$ cat config.mk
export PLATFORM = sky130hd
export DESIGN_NAME = moddoubleq
export DESIGN_NICKNAME = d
export VERILOG_FILES = /design/src/rtl/kyber_pkg.sv /design/src/rtl/moddouble_step.sv /design/src/rtl/moddoubleq.sv
export SDC_FILE = /design/constraint.sdc
export NUM_CORES = 1
export LEC_CHECK = 0
export CORE_AREA = 2 2 85 87
export DETAILED_ROUTE_END_ITERATION = 10
export DIE_AREA = 0 0 87 89
export GPL_ROUTABILITY_DRIVEN = 0
export PLACE_DENSITY = 0.64
export SYNTH_ARGS = -nofsm -noshare
export SYNTH_HDL_FRONTEND = slang
export SYNTH_HIERARCHICAL = 1
export SYNTH_SLANG_ARGS = --single-unit
$ cat constraint.sdc
create_clock -name clk -period 3.2 [get_ports clk]
set_input_delay 0.32 -clock clk [delete_from_list [all_inputs] [get_ports clk]]
set_output_delay 0.32 -clock clk [all_outputs]
set_load 0.02 [all_outputs]
$ cat src/rtl/kyber_pkg.sv
// Shared constants and types for the Kyber Z_q arithmetic blocks.
package kyber_pkg;

    localparam int Q     = 3329;
    localparam int WIDTH = 13;

    typedef enum logic [1:0] {
        IDLE = 2'd0,
        RUN  = 2'd1,
        DONE = 2'd2
    } state_t;

endpackage

$ cat src/rtl/moddouble_step.sv
// Single modular doubling step: r2 = 2*r mod Q, for r already in 0..Q-1.
module moddouble_step
    import kyber_pkg::*;
#(
    parameter int WIDTH_P = WIDTH,
    parameter int Q_P     = Q
) (
    input  logic [WIDTH_P-1:0] r,
    output logic [WIDTH_P-1:0] r2
);

    // Compare is done on the full WIDTH+1-bit doubled value so the carry is never lost.
    localparam logic [WIDTH_P:0] QW = (WIDTH_P+1)'(Q_P);

    logic [WIDTH_P:0] t;

    // Double, then one conditional subtract brings the result back into 0..Q-1.
    always_comb begin
        t  = {r, 1'b0};
        r2 = t[WIDTH_P-1:0];
        if (t >= QW) begin
            r2 = WIDTH_P'(t - QW);
        end
    end

endmodule

$ cat src/rtl/moddoubleq.sv
// Sequential modular doubler: b = a * 2^k mod Q, one doubling per clock.
//
// state | meaning
// IDLE  | waiting for an operand, in_ready high
// RUN   | applying one doubling per cycle until cnt reaches zero
// DONE  | result on b, out_valid high until out_ready handshake
module moddoubleq
    import kyber_pkg::*;
#(
    parameter int WIDTH_P = WIDTH,
    parameter int Q_P     = Q,
    parameter int KW      = 4
) (
    input  logic               clk,
    input  logic               rst,
    input  logic               in_valid,
    output logic               in_ready,
    input  logic [WIDTH_P-1:0] a,
    input  logic [KW-1:0]      k,
    output logic               out_valid,
    input  logic               out_ready,
    output logic [WIDTH_P-1:0] b
);

    localparam logic [WIDTH_P-1:0] QN = WIDTH_P'(Q_P);

    state_t             state_q, state_d;
    logic [WIDTH_P-1:0] r_q, r_d;
    logic [KW-1:0]      cnt_q, cnt_d;

    logic [WIDTH_P-1:0] red1;
    logic [WIDTH_P-1:0] red2;
    logic [WIDTH_P-1:0] step_out;

    moddouble_step #(
        .WIDTH_P(WIDTH_P),
        .Q_P    (Q_P)
    ) u_step (
        .r (r_q),
        .r2(step_out)
    );

    // Input reduction: 2^WIDTH < 3Q, so two conditional subtracts always suffice.
    always_comb begin
        red1 = a;
        if (a >= QN) begin
            red1 = a - QN;
        end
        red2 = red1;
        if (red1 >= QN) begin
            red2 = red1 - QN;
        end
    end

    // Next-state and datapath updates for the accept / run / done sequence.
    always_comb begin
        state_d = state_q;
        r_d     = r_q;
        cnt_d   = cnt_q;
        unique case (state_q)
            IDLE: begin
                if (in_valid) begin
                    r_d     = red2;
                    cnt_d   = k;
                    state_d = (k == '0) ? DONE : RUN;
                end
            end
            RUN: begin
                r_d   = step_out;
                cnt_d = cnt_q - KW'(1);
                if (cnt_q == KW'(1)) begin
                    state_d = DONE;
                end
            end
            DONE: begin
                if (out_ready) begin
                    state_d = IDLE;
                end
            end
            default: begin
                state_d = IDLE;
            end
        endcase
    end

    // State and datapath registers; reset discards any in-flight result.
    always_ff @(posedge clk) begin
        if (rst) begin
            state_q <= IDLE;
            r_q     <= '0;
            cnt_q   <= '0;
        end else begin
            state_q <= state_d;
            r_q     <= r_d;
            cnt_q   <= cnt_d;
        end
    end

    assign in_ready  = (state_q == IDLE);
    assign out_valid = (state_q == DONE);
    assign b         = r_q;

endmodule

==> out/results.tsv <==
metric	value	unit
clock-sinks	19	
die_area	7740	um2
layout_setup_ws	0.138	ns
hold_buffers	0	
wl_per_cell	13.7	um
max_freq	0.327	GHz
placed_cell_area	2990	um2
drc	0	
outcome	complete, no violations	
grt_max_degree	20	
critPathMaxStageDelay	0.47	ns
busiest_layer	met2	
detailed_place_hpwl	4950	um
yosys_warnings	6	
cp_common_cell	buf_4	
use_met3	1.11	%
pwr-share-seq	29.1	%
endpoint_kind	flop	
cp.arrival	3.22	ns
synth-edff-count	0	
yosysUniqueCellTypes	73	
syn_area	2300	um2
nets	409	
maxSlewViolCount	0	
place_ws	-0.329	ns
cp_max_fo	8	
cap_viol_max_count	0	
leakagePower	0.00124	uW
initial_core_util	34.3	%
p_int	734	uW
path_class	in -> reg	
path_cells	clkdlybuf4s50_1 > or3_4 > or4_4 > and2_4 > buf_4 > a22o_1 > a32oi_2 > o21ai_2 > buf_4 > xor2_2 > a2111oi_4	
netlist_instances	316	
p_comb_share	57.6	%
tns	0	ns
period_needed	3.06	ns
hp-class	reg -> reg	
p_sw	576	uW
cts.path.max_buffers	2	
final_util	46.8	%
finClkSkew	0.00209	ns
fillerInstances	646	
dr.pass1.iters	4	
dieHeight	89	um
clkTransAtPathRegs	0.07	ns
clock_power_share	13.3	%
synth-seq-cells	19	
cts_tree	built	
grt_pass1_vias	2344	
grt_first_pass_wirelength	10600	um
via_per_inst	5.46	
io_buffers	35	
clk_latency	0.26	ns
cp-start-kind	input port	
h-tree-depth	1	
vias	2515	
ys.flop_type	dfxtp_1	
slowest_stage	or4_4	
first_iter_violations	92	
row_count	30	
cts_buffers	3	
max_slew_margin	46.1	%
required	3.36	ns
layout-drive-gt1-share	22.3	%
ant_nets	0	
p_sw_share	44.0	%
powerDensity	417	nW/um2
gr-usage-met2	28.6	%
final_cell_area	3140	um2
routed_wl	6310	um
hold_viol_final	0	
final.period_utilization	95.7	%
use_met1	21.9	%
core	6720	um2
power	1310	uW
antenna_found_initial	0	
io_pins	36	
ir_drop	102	uV
cts_root_buf	clkbuf_8	
setup_viol	0	
worst_slew_pin_slew	0.806	ns
grtUsageTotal	16.6	%
syn2layout_area_growth	36.6	%
die_w	87	um
yosysSeqAreaShare	16.5	%
syn_area_per_cell	7.29	um2
async_flop_share	0	%
antenna_cells	0	
overflow	0	
syn_nets	343	
-- area by class of cell --
class                           count  area, um2  area share [%]
Tap cell                           80        100            3.18
Sequential cell                    19        380            12.1
Clock buffer                        3       41.3            1.31
Timing Repair Buffer               81        713            22.7
Multi-Input combinational cell    267       1870            59.4
Inverter                           10       37.5            1.19
Clock inverter                      1       5.00           0.159
-- layer usage --
layer  routed length, um  vias to the layer above  share of wire [%]
met2                3000                       48                 48
li1                    -                     1313                  -
met3                 200                       12                3.2
met4                 133                        0                2.1
met1                2980                     1142                 47
met5                   0                        -                  0
-- layout by cell type (no fill, tap or decap), types with 3 or more instances in the layout --
cell type / netlist / final
a211oi_1: 6 / 6
o211ai_1: 3 / 3
a221oi_1: 3 / 3
and3_1: 3 / 3
dlymetal6s2s_1: 0 / 7
mux2i_1: 6 / 6
clkdlybuf4s50_1: 0 / 28
o21ai_2: 2 / 3
ha_1: 6 / 5
o21bai_1: 4 / 4
nor2_1: 42 / 42
a21oi_1: 19 / 18
o21ai_0: 15 / 13
a31oi_1: 6 / 5
o21a_1: 3 / 3
nand4_1: 4 / 4
nor3_1: 14 / 13
xor2_1: 5 / 5
xnor2_1: 18 / 17
a21boi_0: 3 / 3
inv_1: 10 / 10
nand3_1: 8 / 8
nand2b_1: 5 / 5
o22ai_1: 3 / 3
dfxtp_1: 19 / 19
nor2b_1: 3 / 3
nand2_1: 21 / 21
clkbuf_8: 0 / 3
o21ai_1: 5 / 6
a22o_1: 3 / 3
buf_4: 0 / 46
nor4_1: 3 / 3
-- registers in the layout, indices dropped and copies added (netlist names) --
name	flops
cnt_q	4
b	13
state_q	2
-- synth_stat cells (3+ instances only) --
library cell | n | area share (%)
a2111oi_2 | 3 | 2.0
a211oi_1 | 6 | 2.0
a21boi_0 | 3 | 0.98
a21oi_1 | 19 | 4.1
a221oi_1 | 3 | 1.1
a22o_1 | 3 | 1.1
a31oi_1 | 6 | 1.6
a32oi_1 | 3 | 1.1
and3_1 | 3 | 0.82
buf_6 | 4 | 2.0
clkbuf_1 | 13 | 2.1
dfxtp_1 | 19 | 17
ha_1 | 6 | 3.3
inv_1 | 10 | 1.6
mux2i_1 | 6 | 2.6
nand2_1 | 21 | 3.4
nand2b_1 | 5 | 1.4
nand3_1 | 8 | 1.7
nand4_1 | 4 | 1.1
nor2_1 | 42 | 6.8
nor2b_1 | 3 | 0.82
nor3_1 | 14 | 3.0
nor3b_1 | 3 | 0.98
nor4_1 | 3 | 0.82
o211ai_1 | 3 | 0.98
o21a_1 | 3 | 0.98
o21ai_0 | 15 | 3.3
o21ai_1 | 5 | 1.1
o21bai_1 | 4 | 1.3
o22ai_1 | 3 | 0.82
or3_1 | 3 | 0.82
xnor2_1 | 18 | 6.8
xor2_1 | 5 | 1.9
-- cells by family (layout without fill, tap and decap cells) --
group,after synthesis,after routing,synth area share [%]
muxes,7,7,3.10
DFF,19,19,16.5
and+or+nand+nor,127,127,29.2
AOI/OAI and AO/OA,103,103,32.2
buffers and inverters,30,95,6.30
xor gates and xnor gates,24,24,9.46
adders and majority gates,6,6,3.26
-- what timing repair did --
item / in CTS / in global routing
resized for setup: 2 / 20
gates cloned: 0 / 0
setup endpoints to repair: 1 / 11
pin swaps: 0 / 11
buffers inserted: 0 / 1
-- through the flow --
stage | hold slack (ns) | std cells
after floorplan | 0.484 | 316
after global placement | 0.509 | 456
after detailed placement | 0.525 | 456
after CTS | 0.536 | 460
after global routing | 0.564 | 461
final | 0.531 | 461
-- power groups by stage --
stage	combinational, uW	sequential (uW)	clock (uW)
6_report	754	381	174
4_1_cts	738	381	176
3_3_place_gp	724	383	0
2_1_floorplan	464	397	0
3_5_place_dp	731	386	0
5_1_grt	834	393	186
-- path summary, 6_finish.rpt --
kind,slack [ns],endpoint,from,depth (start not counted)
max,0.14,b[0],a[6],11
min,0.53,cnt_q[1],cnt_q[1],2
max reg2reg,1.04,b[9],b[1],8
min reg2reg,0.53,cnt_q[1],cnt_q[1],2
-- critical path, delay by kind of cell --
kind / cells / cell delay (ns)
AO/OA/AOI/OAI: 4 / 0.91
AND/OR/NAND/NOR: 3 / 1.10
XOR/XNOR: 1 / 0.17
buffers and inverters: 3 / 0.74
Note: power is estimated with default switching activity, not from simulation.
